**config.mk**
```make
export PLATFORM = sky130hd
export DESIGN_NAME = mul_vector_serial_flat
export DESIGN_NICKNAME = d
export VERILOG_FILES = /design/src/rtl/mul_vector_serial_pkg.sv /design/src/rtl/mul_vector_serial_if.sv /design/src/rtl/mul_vector_serial_mul_word.sv /design/src/rtl/mul_vector_serial.sv /design/src/flat_wrapper.sv
export SDC_FILE = /design/constraint.sdc
export NUM_CORES = 1
export LEC_CHECK = 0
export BUFFER_PORTS_ARGS = -buffer_cell sky130_fd_sc_hd__buf_2
export CAP_MARGIN = 20
export CORE_MARGIN = 4
export CORE_UTILIZATION = 25
export CTS_BUF_LIST = sky130_fd_sc_hd__clkbuf_8
export DETAILED_ROUTE_END_ITERATION = 10
export SLEW_MARGIN = 20
export SYNTH_ARGS = -nofsm -noshare
export SYNTH_HDL_FRONTEND = slang
export SYNTH_SLANG_ARGS = --single-unit
```
**constraint.sdc**
```tcl
create_clock -name clk -period 11.55 [get_ports clk]
set_input_delay 1.155 -clock clk [delete_from_list [all_inputs] [get_ports clk]]
set_output_delay 1.155 -clock clk [all_outputs]
set_load 0.01 [all_outputs]
```
**src/rtl/mul_vector_serial_pkg.sv**
```systemverilog
// mul_vec_pkg: shared types and helpers for the word-serial vector multiplier.
//   state_t     : FSM states (IDLE, CALC, DONE)
//   mode_t      : operation mode (FULL multi-word product, LANE word-wise products)
//   words_out() : number of result words for an n-word operand
package mul_vec_pkg;

   typedef enum logic [1:0] {
      IDLE = 2'd0,
      CALC = 2'd1,
      DONE = 2'd2
   } state_t;

   typedef enum logic {
      MODE_FULL = 1'b0,
      MODE_LANE = 1'b1
   } mode_t;

   function automatic int words_out(input int n);
      return 2 * n;
   endfunction

endpackage

```
**src/rtl/mul_vector_serial_if.sv**
```systemverilog
// mul_vector_serial_if: operand/result handshake bundle for mul_vector_serial.
//   in_valid/in_ready   : operand handshake (a, b, mode accompany in_valid)
//   out_valid/out_ready : result handshake (y accompanies out_valid)
//   busy                : multiplier is stepping through partial products
//   master modport = producer/consumer side, slave modport = multiplier side.
interface mul_vector_serial_if
   import mul_vec_pkg::*;
#(
   parameter int WORD_W = 16,
   parameter int N_IN   = 2
);
   logic                                in_valid;
   logic                                in_ready;
   logic                                mode;
   logic [N_IN*WORD_W-1:0]              a;
   logic [N_IN*WORD_W-1:0]              b;
   logic                                out_valid;
   logic                                out_ready;
   logic [words_out(N_IN)*WORD_W-1:0]   y;
   logic                                busy;

   modport master (
      output in_valid, mode, a, b, out_ready,
      input  in_ready, out_valid, y, busy
   );

   modport slave (
      input  in_valid, mode, a, b, out_ready,
      output in_ready, out_valid, y, busy
   );
endinterface

```
**src/rtl/mul_vector_serial_mul_word.sv**
```systemverilog
// mul_word: combinational WORD_W x WORD_W unsigned multiplier.
//   a, b : unsigned words
//   p    : full-width 2*WORD_W product
module mul_word
#(
   parameter int WORD_W = 16
) (
   input  logic [WORD_W-1:0]   a,
   input  logic [WORD_W-1:0]   b,
   output logic [2*WORD_W-1:0] p
);
   assign p = {{WORD_W{1'b0}}, a} * {{WORD_W{1'b0}}, b};
endmodule

```
**src/rtl/mul_vector_serial.sv**
```systemverilog
// mul_vector_serial: word-serial multi-word unsigned multiplier.
//   One WORD_W x WORD_W partial product is folded into a wide accumulator per clock.
//   FULL mode builds {a}*{b} in N_IN*N_IN steps; LANE mode builds a[k]*b[k] per word
//   pair in N_IN steps. One operation in flight.
//   clk, rst_n : clock, asynchronous active-low reset
//   bus        : slave side of mul_vector_serial_if (operand/result handshakes, busy)
module mul_vector_serial
   import mul_vec_pkg::*;
#(
   parameter int WORD_W = 16,
   parameter int N_IN   = 2
) (
   input  logic                 clk,
   input  logic                 rst_n,
   mul_vector_serial_if.slave   bus
);
   localparam int IW = (N_IN > 1) ? $clog2(N_IN) : 1;
   localparam int OW = N_IN * WORD_W;
   localparam int AW = words_out(N_IN) * WORD_W;
   localparam logic [IW-1:0] LAST = IW'(N_IN - 1);

   state_t              state, state_nxt;
   mode_t               mode_r;
   logic [OW-1:0]       a_r, b_r;
   logic [AW-1:0]       acc, acc_nxt, y_r;
   logic [IW-1:0]       i_r, j_r, bsel;
   logic [WORD_W-1:0]   op_a, op_b;
   logic [2*WORD_W-1:0] prod;
   logic                accept, last_step, row_end;

   assign accept    = bus.in_valid && (state == IDLE);
   // In LANE mode every step finishes a "row": j is unused and i walks the lanes.
   assign row_end   = (mode_r == MODE_LANE) || (j_r == LAST);
   assign last_step = (state == CALC) && (i_r == LAST) && row_end;

   // Operand word select: FULL pairs a[i] with b[j], LANE pairs a[k] with b[k].
   always_comb begin
      bsel = (mode_r == MODE_LANE) ? i_r : j_r;
      op_a = a_r[i_r*WORD_W +: WORD_W];
      op_b = b_r[bsel*WORD_W +: WORD_W];
   end

   mul_word #(.WORD_W(WORD_W)) u_mul (
      .a (op_a),
      .b (op_b),
      .p (prod)
   );

   // FULL adds the shifted partial product across the whole width (cannot overflow);
   // LANE overwrites its own two-word slot, so lanes never carry into each other.
   always_comb begin
      acc_nxt = acc;
      if (mode_r == MODE_FULL)
         acc_nxt = acc + (AW'(prod) << (WORD_W * (int'(i_r) + int'(j_r))));
      else
         acc_nxt[int'(i_r)*2*WORD_W +: 2*WORD_W] = prod;
   end

   always_comb begin
      state_nxt = state;
      case (state)
         IDLE:    if (bus.in_valid)  state_nxt = CALC;
         CALC:    if (last_step)     state_nxt = DONE;
         DONE:    if (bus.out_ready) state_nxt = IDLE;
         default:                    state_nxt = IDLE;
      endcase
   end

   // Control: state, step counters and the result register.
   always_ff @(posedge clk or negedge rst_n) begin
      if (!rst_n) begin
         state <= IDLE;
         i_r   <= '0;
         j_r   <= '0;
         y_r   <= '0;
      end else begin
         state <= state_nxt;
         if (accept || last_step) begin
            i_r <= '0;
            j_r <= '0;
         end else if (state == CALC) begin
            if (row_end) begin
               j_r <= '0;
               i_r <= i_r + 1'b1;
            end else begin
               j_r <= j_r + 1'b1;
            end
         end
         // Result is captured on the edge that enters DONE, so out_valid and y rise together.
         if (last_step)
            y_r <= acc_nxt;
      end
   end

   // Datapath: operands are only sampled on the accepting edge.
   always_ff @(posedge clk) begin
      if (accept) begin
         a_r    <= bus.a;
         b_r    <= bus.b;
         mode_r <= mode_t'(bus.mode);
         acc    <= '0;
      end else if (state == CALC) begin
         acc <= acc_nxt;
      end
   end

   assign bus.in_ready  = (state == IDLE);
   assign bus.busy      = (state == CALC);
   assign bus.out_valid = (state == DONE);
   assign bus.y         = y_r;

endmodule

```
**src/flat_wrapper.sv**
```systemverilog
// flat-port wrapper written by rule: the top's interface ports become plain ports
module mul_vector_serial_flat import mul_vec_pkg::*;
#(
   parameter int WORD_W = 16,
   parameter int N_IN   = 2
)
  (clk, rst_n, bus_in_valid, bus_mode, bus_a, bus_b, bus_out_ready, bus_in_ready, bus_out_valid, bus_y, bus_busy);
  mul_vector_serial_if #(.WORD_W(WORD_W), .N_IN(N_IN)) bus_i ();
  input  logic clk;
  input  logic rst_n;
  input wire logic [$bits(bus_i.in_valid)-1:0] bus_in_valid;
  input wire logic [$bits(bus_i.mode)-1:0] bus_mode;
  input wire logic [$bits(bus_i.a)-1:0] bus_a;
  input wire logic [$bits(bus_i.b)-1:0] bus_b;
  input wire logic [$bits(bus_i.out_ready)-1:0] bus_out_ready;
  output wire logic [$bits(bus_i.in_ready)-1:0] bus_in_ready;
  output wire logic [$bits(bus_i.out_valid)-1:0] bus_out_valid;
  output wire logic [$bits(bus_i.y)-1:0] bus_y;
  output wire logic [$bits(bus_i.busy)-1:0] bus_busy;
  assign bus_i.in_valid = bus_in_valid;
  assign bus_i.mode = bus_mode;
  assign bus_i.a = bus_a;
  assign bus_i.b = bus_b;
  assign bus_i.out_ready = bus_out_ready;
  assign bus_in_ready = bus_i.in_ready;
  assign bus_out_valid = bus_i.out_valid;
  assign bus_y = bus_i.y;
  assign bus_busy = bus_i.busy;
  mul_vector_serial #(.WORD_W(WORD_W), .N_IN(N_IN)) u_core (.clk(clk), .rst_n(rst_n), .bus(bus_i));
endmodule
```
* Word-level counts from Yosys, hierarchy flattened *
Cells that the tools add are included.

word-level totals
  register bits after elaboration = 197
  input port bits = 69
  output and inout port bits = 67
  word-level logic and storage cells = 47

cells by class
  add/subtract/negate cells = 5
  multipliers = 1
  equal/unequal tests = 5
  shift-type cells = 5
  muxes and demuxes = 13
  reductions and logical operators = 10

operators by type and width
  operator                  number
  $add 64x64->64            1
  $bwmux 64                 1
  $mux 64                   1
  $shift 32x33->64 const A  1
  $shiftx 32x33->64         1
  $shiftx 32x6->16          2
  $shl 32x32->64            1
  $neg 6->33                1
  $mul 16x16->32            1
  $mux 1                    7
  $mux 2                    3
  $pmux 2 s3                1
  $ne 2x2->1 const B        2
  $reduce_bool 2->1         2
  $logic_and 1x1->1         3
  $reduce_and 3->1          1
  $add 1x1->1 const B       2
  $add 1x1->2               1
  $eq 2x1->1 const B        1
  $eq 2x2->1 const B        1
  $logic_not 2->1           1
  $logic_or 1x1->1          2
  $ne 2x1->1 const B        1
  $reduce_and 2->1          1

* Logic depth before layout (Yosys ltp) *
Gate-level depths: netlist of run 1.

  depth after elaboration = 6
  gate-level depth with buffers = 45
  gate-level depth less buffers = 40

* Hierarchy *
Synthesis of run 1 repeated with hierarchy kept, for this count alone.

second synthesis, totals
  cell total of the unflattened synthesis = 2393
  area total of the unflattened synthesis = 21339.2 um^2

modules (own cells, without submodules)
  module             times used  cells an instance  area each (um^2)  seq. area each (um^2)
  mul_vector_serial  1           1405               12744.7           4934.7
  mul_word           1           988                8594.5            0.0

* Worst setup path after synthesis of run 1 *
No wires, ideal clock.

  kind = register -> register
  from = register u_core.i_r
  to = register u_core.y_r[63] (netlist: u_core.bus.y[63])
  setup time = 0.143 ns
  arrival = 9.837 ns
  required time = 11.407 ns
  setup slack = 1.570 ns
  stages on the path, launching flop included = 42
  path buffers = 6
  period minus slack after synthesis = 9.980 ns
  cells stage by stage = dfrtp_1 > clkbuf_1 > and2_1 > clkbuf_1 > nor2_1 > buf_2 > buf_2 > mux2i_1 > nor2_1 > fa_1 > inv_1 > fa_1 > inv_1 > fa_1 > fa_1 > fa_1 > inv_1 > fa_1 > [... 6 more ...] > a31oi_1 > nand2_1 > a31oi_1 > a31oi_1 > xor2_1 > nor2_1 > nor2_1 > nor2_1 > ha_1 > clkbuf_1 > nand4_1 > or2_2 > o41ai_4 > a2111oi_2 > nor3_1 > xnor2_1 > mux2i_1 > o211ai_1

on the way
  cells in the longest elaborated chain, start to end = 6
  elaborated cells between the ends (all ways) = 14
  classes of those cells = add/sub (3); mul (1); shift (5); mux (3); reduce/logical (2)

ends and longest elaborated chain
  what                                                        line                                              source
  start, declared                                             mul_vector_serial.sv:26                           logic [IW-1:0] i_r, j_r, bsel;
  start signal, assigned                                      mul_vector_serial.sv:84                           i_r <= i_r + 1'b1;
  $mux 1                                                      mul_vector_serial.sv:38                           bsel = (mode_r == MODE_LANE) ? i_r : j_r;
  $shiftx 32x6->16                                            mul_vector_serial.sv:40                           op_b = b_r[bsel*WORD_W +: WORD_W];
  $mul 16x16->32                                              mul_vector_serial_mul_word.sv:12                  assign p = {{WORD_W{1'b0}}, a} * {{WORD_W{1'b0}}, b};
  $shl 32x32->64 / $shiftx 32x33->64 (equally long branches)  mul_vector_serial.sv:54, mul_vector_serial.sv:56
  $add 64x64->64 / $bwmux 64 (equally long branches)          mul_vector_serial.sv:54, mul_vector_serial.sv:56
  $mux 64                                                     mul_vector_serial.sv:53                           if (mode_r == MODE_FULL)
  end signal, assigned                                        mul_vector_serial.sv:91                           y_r <= acc_nxt;
  end, declared                                               mul_vector_serial.sv:25                           logic [AW-1:0] acc, acc_nxt, y_r;

Several ways; a longest one is shown, not always the timed one.
A chain may end at the register's enable or synchronous reset.

* Worst setup path in the final report of run 1 *
  from = register u_core.i_r
  to = register u_core.y_r[62] (netlist: u_core.bus.y[62])

Same word-level chain as after synthesis.

==> results_dict.tcl, run 1 <==
set metrics [dict create \
    port_buffers 135 \
    cp-end-kind "register" \
    syn_to_final_growth_pct 12.1 \
    clkTransAtPathRegs_ps 130 \
    cp.required_ps 12060 \
    row_count 106 \
    first_iter_violations 1470 \
    fp.dieH_um 299 \
    fmax_mhz 92.5 \
    hpwl_um 57500 \
    rsz0062_at_grt "no" \
    critPathMostFrequentCell "fa_1" \
    grt.total_usage_pct 16.2 \
    hold_viol_final 0 \
    synth_top_area_cell "fa_1" \
    ant_nets 0 \
    drv_cap 0 \
    r2r_slack_ps 730 \
    antenna_found_initial 3 \
    r2r_end "u_core.bus.y[62]$_DFFE_PN0P_" \
    drcViolationCount 0 \
    synth_most_common_cell "nand2_1" \
    post-route-period-util_pct 93.6 \
    cpLargestDelayFamily "adder cells" \
    status "complete, no violations" \
    setup_viol 0 \
    tightest_slew_ps 1010 \
    crit_buf_inv 3 \
    seq_area_frac_synth_pct 23.4 \
    r2r_cells 34 \
    setup_tns_ps 0 \
    syn-cell-area_mm2 0.0211 \
    arrival_ps 11320 \
    nNetsFinal 3005 \
    start_util_pct 25.2 \
    min_period_ps 10820 \
    async_reset_ff_share_pct 34.5 \
    synth_area_leaders "fa_1 (18%), ha_1 (10%), edfxtp_1 (9.2%)" \
    grt_max_degree 128 \
    cts_buffer_depth 2 \
    drive_gt1_share_pct 11.6 \
    ctsResizeCount 0 \
    yosysUniqueCellTypes 81 \
    ios 136 \
    relSlewSlack_pct 32.2 \
    final-max-slew-violation-count 0 \
    avgRoutedWirePerCell_um 19.4 \
    ys_top_cells_by_count "nand2_1 (317), nor2_1 (307), inv_1 (264), fa_1 (195), ha_1 (168)" \
    dieArea_mm2 0.0892 \
    cpMaxStageDelayCell "nor2_4" \
    grt_pass1_wl_um 110000 \
    skew_ps 36.3 \
    cts_tree "done" \
    netlist_instances 2478 \
    avgSynthCellArea_um2 8.52 \
    ys.flop_type "dfrtp_1" \
    crit_fanout 17 \
    cts_max_level 4 \
    ys_ff_latch 197 \
    startpoint_type "register" \
    hold_path.class "in -> async" \
    grt_pass1_vias 18100 \
    reg2reg_from "u_core.i_r$_DFFE_PN0P_" \
    syn_nets 2910 \
    yosysWarnings 0 \
    post-cts-setup-buffers 0 \
    critPathKind "reg -> reg" \
    cts_made_buffers 17 \
    die_w_um 299 \
    vias_per_cell 4.86 \
    first_pass_iters 6 \
    core_mm2 0.0837 \
    via_count 18100 \
    max_stage_delay_ps 570 \
    clockRootBuffer "clkbuf_8" \
    postCtsHoldBufs 0 \
    insertion_delay_ps 620 \
    grt-ovfl-total 0 \
    drt_wl_total_um 72400 \
    gp_congestion 0.967 \
    clock-sinks 197 \
    synth_top_area_share_pct 18.5 \
    synth_edf_count 65 \
]
-- stage by stage --
step / worst slack [ps] / area, um^2 / utilization (%) / instances / hold slack, ps
final: 734 / 23700 / 28.3 / 3722 / 473
after global routing: 43.4 / 23700 / 28.3 / 3721 / 473
after CTS: 558 / 23600 / 28.3 / 3719 / 486
after detailed placement: 577 / 23200 / 27.8 / 3687 / 459
after global placement: 711 / 23200 / 27.8 / 3687 / 454
after floorplan: 1570 / 21100 / - / 2478 / 445
-- worst register-to-register path, delay by kind of cell (launching register included) --
family / cells / cell delay [ps]
adder cells (fa/ha/maj): 8 / 3970
AO/OA/AOI/OAI: 11 / 2910
AND/OR/NAND/NOR: 9 / 1860
XOR/XNOR: 2 / 610
flip-flops: 1 / 500
multiplexers: 1 / 470
buffers and inverters: 3 / 450
-- layout by cell type (no fill, tap or decap), drive strengths merged, types with 64 or more instances in the layout --
master  instances
a21oi         156
buf           196
dfrtp          68
dfxtp          64
edfxtp         65
fa            195
ha            168
inv           275
nand2         317
nor2          307
o21ai         165
-- layout make-up --
cell class	instances	area (um^2)
Antenna cell	2	5.00
Clock buffer	17	234
Clock inverter	15	165
Fill cell	9022	60000
Inverter	269	1010
Multi-Input combinational cell	1892	14700
Sequential cell	197	4940
Tap cell	1134	1420
Timing Repair Buffer	196	1160
-- worst max path at each step --
stage                                    to                   start  slack (ps)  depth (start not counted)
2_1_floorplan  u_core.bus.y[63]$_DFFE_PN0P_  u_core.i_r$_DFFE_PN0P_        1570                         41
6_report       u_core.bus.y[62]$_DFFE_PN0P_  u_core.i_r$_DFFE_PN0P_         730                         34
3_3_place_gp   u_core.bus.y[62]$_DFFE_PN0P_  u_core.i_r$_DFFE_PN0P_         710                         34
3_5_place_dp   u_core.bus.y[62]$_DFFE_PN0P_  u_core.i_r$_DFFE_PN0P_         580                         34
4_1_cts        u_core.bus.y[62]$_DFFE_PN0P_  u_core.i_r$_DFFE_PN0P_         560                         34
5_1_grt        u_core.bus.y[62]$_DFFE_PN0P_  u_core.i_r$_DFFE_PN0P_          40                         34
-- cell families after synthesis --
group	after synthesis	share of synthesized area, %
flops	197	23.4
compound gates	580	17.8
simple gates	771	15.4
buf+inv	389	7.00
xor+xnor	92	3.81
mux	86	4.25
fa+ha+maj	363	28.4
-- flip-flops by register name, summed over array words and instances (netlist names) --
signal,cells
u_core.j_r,1
u_core.mode_r,1
u_core.a_r,32
u_core.state,2
u_core.acc,64
u_core.bus.y,64
u_core.b_r,32
u_core.i_r,1
-- per-layer routing --
| layer | wire length [um] | GRT usage [%] |
|---|---|---|
| met3 | 5390 | 3.78 |
| met2 | 32600 | 25.5 |
| met1 | 31300 | 21.2 |
| met5 | 0 | 0 |
| met4 | 3140 | 7.40 |
Power of run 1 is left out: the tool's default activity adds up to more than one toggle a clock period on the data nets, which glitch-free logic cannot reach.
==> run 2, diff against run 1 <==
--- a/config.mk
+++ b/config.mk
@@ -11,6 +11,7 @@
 export CORE_UTILIZATION = 25
 export CTS_BUF_LIST = sky130_fd_sc_hd__clkbuf_8
 export DETAILED_ROUTE_END_ITERATION = 10
+export RECOVER_POWER = 50
 export SLEW_MARGIN = 20
 export SYNTH_ARGS = -nofsm -noshare
 export SYNTH_HDL_FRONTEND = slang
==> results_dict.tcl, run 2 (same netlist as run 1, synthesis figures left out) <==
set metrics [dict create \
    status "finished, violations left" \
    violations "max-capacitance violations, max-slew violations" \
    grt-ovfl-total 0 \
    setup_viol 0 \
    cts_max_level 4 \
    port_buffers 135 \
    die_w_um 299 \
    cts_tree "done" \
    fp.dieH_um 299 \
    r2r_end "u_core.bus.y[62]$_DFFE_PN0P_" \
    dieArea_mm2 0.0892 \
    arrival_ps 11340 \
    gp_congestion 0.967 \
    via_count 18100 \
    r2r_slack_ps 720 \
    clockRootBuffer "clkbuf_8" \
    relSlewSlack_pct -54.3 \
    cp.depth 34 \
    hold_viol_final 0 \
    final_cell_mix "nand2_1 (316), nor2_1 (305), inv_1 (264)" \
    drive_gt1_share_pct 8.93 \
    fmax_mhz 92.3 \
    skew_ps 33.9 \
    syn_to_final_growth_pct 11.6 \
    core_mm2 0.0837 \
    cp-end-kind "register" \
    reg2reg_from "u_core.i_r$_DFFE_PN0P_" \
    grt_pass1_wl_um 110000 \
    clock-sinks 197 \
    antenna_found_initial 3 \
    critPathLaunch "u_core.i_r$_DFFE_PN0P_" \
    tightest_slew_ps 2310 \
    avgRoutedWirePerCell_um 19.4 \
    critPathMostFrequentCell "fa_1" \
    post-cts-setup-buffers 0 \
    crit_path_end "u_core.bus.y[62]$_DFFE_PN0P_" \
    nNetsFinal 3005 \
    hpwl_um 57500 \
    row_count 106 \
    hold_path.class "reg -> reg" \
    stdcell_area_mm2 0.0236 \
    crit_buf_inv 3 \
    cpLargestDelayFamily "adder cells" \
    setup_tns_ps 0 \
    ant_nets 0 \
    clkTransAtPathRegs_ps 130 \
    start_util_pct 25.2 \
    grt_max_degree 128 \
    crit_fanout 17 \
    cts_buffer_depth 2 \
    postCtsHoldBufs 0 \
    critPathKind "reg -> reg" \
    max_stage_delay_ps 570 \
    drt_wl_total_um 72300 \
    grt_pass1_vias 18100 \
    cts_made_buffers 17 \
    grt.total_usage_pct 16.2 \
    drv_cap 4 \
    r2r_cells 34 \
    post-route-period-util_pct 93.8 \
    final_common_cell "nand2_1" \
    min_period_ps 10830 \
    ctsResizeCount 0 \
    rsz0062_at_grt "no" \
    drcViolationCount 0 \
    cp.required_ps 12060 \
    cpMaxStageDelayCell "nor2_4" \
    vias_per_cell 4.86 \
    insertion_delay_ps 610 \
    first_pass_iters 6 \
    final-max-slew-violation-count 146 \
    first_iter_violations 1367 \
    placed_cell_area_mm2 0.0232 \
    startpoint_type "register" \
    ios 136 \
]
[run 2: changes by cell type in the layout (fill, tap and decap cells not counted)]
cell        previous run  this run
buf_12                 2         1
nand2_2                1         0
nand2_1              315       316
clkbuf_1               0        69
clkinvlp_2             0         1
buf_4                 60        58
inv_4                  2         1
buf_2                134        68
[run 2: routing by layer]
metal	track usage, %	wire length, um	vias up
li1	-	-	8550
met1	21.2	31500	8777
met5	0	0	-
met2	25.5	32400	625
met3	3.78	5170	148
met4	7.40	3310	0
[run 2: final cells by class]
cell class / instances / area, um^2
diodes: 2 / 5.00
clock buffers: 17 / 234
clock inverters: 15 / 165
fillers: 9038 / 60100
inverters: 269 / 1010
multi-input cells: 1892 / 14700
flip-flops and latches: 197 / 4940
well taps: 1134 / 1420
repair buffers: 196 / 1050
[run 2: worst min path at each step]
| stage | start | endpoint | depth (start not counted) |
|---|---|---|---|
| final | u_core.bus.y[60]$_DFFE_PN0P_ | u_core.bus.y[60]$_DFFE_PN0P_ | 2 |
| after global routing | u_core.acc[23]$_SDFFE_PP0P_ | u_core.acc[23]$_SDFFE_PP0P_ | 2 |
| after CTS | u_core.acc[60]$_SDFFE_PP0P_ | u_core.acc[60]$_SDFFE_PP0P_ | 2 |
| after detailed placement | u_core.bus.y[60]$_DFFE_PN0P_ | u_core.bus.y[60]$_DFFE_PN0P_ | 2 |
| after global placement | u_core.bus.y[60]$_DFFE_PN0P_ | u_core.bus.y[60]$_DFFE_PN0P_ | 2 |
| after floorplan | u_core.acc[60]$_SDFFE_PP0P_ | u_core.acc[60]$_SDFFE_PP0P_ | 2 |
[run 2: stage by stage]
stage	instances	setup slack [ps]	hold slack (ps)	utilization (%)
2_1_floorplan	2478	1570	445	-
3_3_place_gp	3687	711	454	27.8
3_5_place_dp	3687	577	459	27.8
4_1_cts	3719	558	486	28.3
5_1_grt	3721	43.4	507	28.2
6_report	3722	717	483	28.2
[run 2: worst register-to-register path: cells and delay by family, from the launching register on]
family                     cells  cell delay (ps)
DFF                            1              500
AOI/OAI and AO/OA             11             2890
xor gates and xnor gates       2              630
adders and majority gates      8             4010
buffers and inverters          3              450
and+or+nand+nor                9             1850
muxes                          1              440
Power of run 2 is left out for the same reason.
==> run 3, diff against run 2 <==
--- a/config.mk
+++ b/config.mk
@@ -11,6 +11,7 @@
 export CORE_UTILIZATION = 25
 export CTS_BUF_LIST = sky130_fd_sc_hd__clkbuf_8
 export DETAILED_ROUTE_END_ITERATION = 10
+export PLACE_DENSITY = 0.52
 export RECOVER_POWER = 50
 export SLEW_MARGIN = 20
 export SYNTH_ARGS = -nofsm -noshare
==> results_dict.tcl, run 3 (same netlist as run 1, synthesis figures left out) <==
set metrics [dict create \
    fp.dieH_um 299 \
    final_cell_mix "nand2_1 (316), nor2_1 (305), inv_1 (264)" \
    core_mm2 0.0837 \
    nNetsFinal 3016 \
    vias_per_cell 4.84 \
    wl_met2_um 34600 \
    dieArea_mm2 0.0892 \
    port_buffers 135 \
    grt_pass1_wl_um 113000 \
    cpMaxStageDelayCell "edfxtp_1" \
    cts_max_level 4 \
    crit_fanout 18 \
    clock-sinks 197 \
    wl_met1_um 33600 \
    hold_viol_final 0 \
    relSlewSlack_pct -187 \
    drt_wl_total_um 74900 \
    violations "max-capacitance violations, max-slew violations" \
    gp_congestion 0.938 \
    ant_nets 0 \
    cts_tree "done" \
    grt.total_usage_pct 16.6 \
    fmax_mhz 92.5 \
    top_layer_used "met4" \
    rsz0062_at_grt "no" \
    grt-ovfl-total 0 \
    critPathKind "reg -> reg" \
    post-route-period-util_pct 93.6 \
    clockRootBuffer "clkbuf_8" \
    insertion_delay_ps 610 \
    arrival_ps 11290 \
    route.met3.wl_um 3930 \
    min_period_ps 10820 \
    skew_ps 40.0 \
    cp.required_ps 12030 \
    drcViolationCount 0 \
    avgRoutedWirePerCell_um 20.1 \
    die_w_um 299 \
    setup_viol 0 \
    final-max-slew-violation-count 144 \
    first_iter_violations 1285 \
    antenna_found_initial 3 \
    first_pass_iters 8 \
    final_common_cell "nand2_1" \
    setup_tns_ps 0 \
    clkTransAtPathRegs_ps 130 \
    startpoint_type "register" \
    cp-end-kind "register" \
    grt_max_degree 69 \
    tightest_slew_ps 4310 \
    row_count 106 \
    start_util_pct 25.2 \
    cts_buffer_depth 2 \
    syn_to_final_growth_pct 11.9 \
    drive_gt1_share_pct 9.20 \
    via_count 18100 \
    grt_pass1_vias 17900 \
    critPathMostFrequentCell "fa_1" \
    drv_cap 3 \
    status "finished, violations left" \
    hpwl_um 59700 \
    hold_path.class "reg -> reg" \
    max_stage_delay_ps 670 \
    cts_made_buffers 17 \
    ios 136 \
]
## run 3: cell types whose count changed in the layout (fill, tap and decap cells not counted)
| cell | previous run | this run |
|---|---|---|
| buf_2 | 68 | 65 |
| buf_4 | 58 | 71 |
| xor2_2 | 1 | 0 |
| clkinv_4 | 2 | 1 |
| clkbuf_1 | 69 | 71 |
| inv_8 | 4 | 5 |
| inv_12 | 0 | 2 |
| buf_12 | 1 | 0 |
| clkinvlp_4 | 1 | 0 |
| xor2_1 | 34 | 35 |
| inv_6 | 2 | 1 |
## run 3: final timing paths
kind,start,end,slack [ps],cells after the start
hold reg to reg,u_core.bus.y[60]$_DFFE_PN0P_,u_core.bus.y[60]$_DFFE_PN0P_,490,2
setup reg to reg,u_core.mode_r$_DFFE_PP_,u_core.bus.y[62]$_DFFE_PN0P_,730,38
hold / removal,u_core.bus.y[60]$_DFFE_PN0P_,u_core.bus.y[60]$_DFFE_PN0P_,490,2
setup / recovery,u_core.mode_r$_DFFE_PP_,u_core.bus.y[62]$_DFFE_PN0P_,730,38
min in group asynchronous,rst_n,u_core.bus.y[34]$_DFFE_PN0P_,2070,1
max in group asynchronous,rst_n,u_core.i_r$_DFFE_PN0P_,6450,1
## run 3: worst max-delay path, delay by kind of cell (launching register included)
kind	cells	cell delay [ps]
buf+inv	7	900
compound gates	11	3010
flops	1	670
mux	1	210
fa+ha+maj	8	3990
xor+xnor	2	330
simple gates	9	1570
## run 3: layer usage
metal / GRT usage [%] / vias up
met5: 0 / -
met4: 6.43 / 0
met3: 2.77 / 113
met2: 26.9 / 515
met1: 22.3 / 8864
li1: - / 8568
## run 3: layout make-up
class / count / area, um^2
Fill cell: 9108 / 60000
Multi-Input combinational cell: 1892 / 14700
Sequential cell: 197 / 4940
Tap cell: 1134 / 1420
Timing Repair Buffer: 207 / 1120
Inverter: 269 / 1010
Clock buffer: 17 / 234
Clock inverter: 15 / 184
Antenna cell: 2 / 5.00
## run 3: timing repair
| action | CTS | global route |
|---|---|---|
| buffers inserted | 0 | 5 |
| endpoints found under the setup margin | 0 | 23 |
| gates resized for setup | 0 | 0 |
| hold buffers | 0 | 0 |
## run 3: stage by stage
| step | worst slack (ps) | instance area [um^2] | cells | hold slack (ps) | utilization [%] |
|---|---|---|---|---|---|
| after detailed placement | 520 | 23300 | 3694 | 460 | 27.8 |
| final | 735 | 23600 | 3733 | 486 | 28.3 |
| after CTS | 508 | 23700 | 3726 | 488 | 28.3 |
| after global placement | 642 | 23300 | 3694 | 450 | 27.8 |
| after global routing | 59.5 | 23600 | 3733 | 506 | 28.3 |
| after floorplan | 1570 | 21100 | 2478 | 445 | - |
Power of run 3 is left out for the same reason.
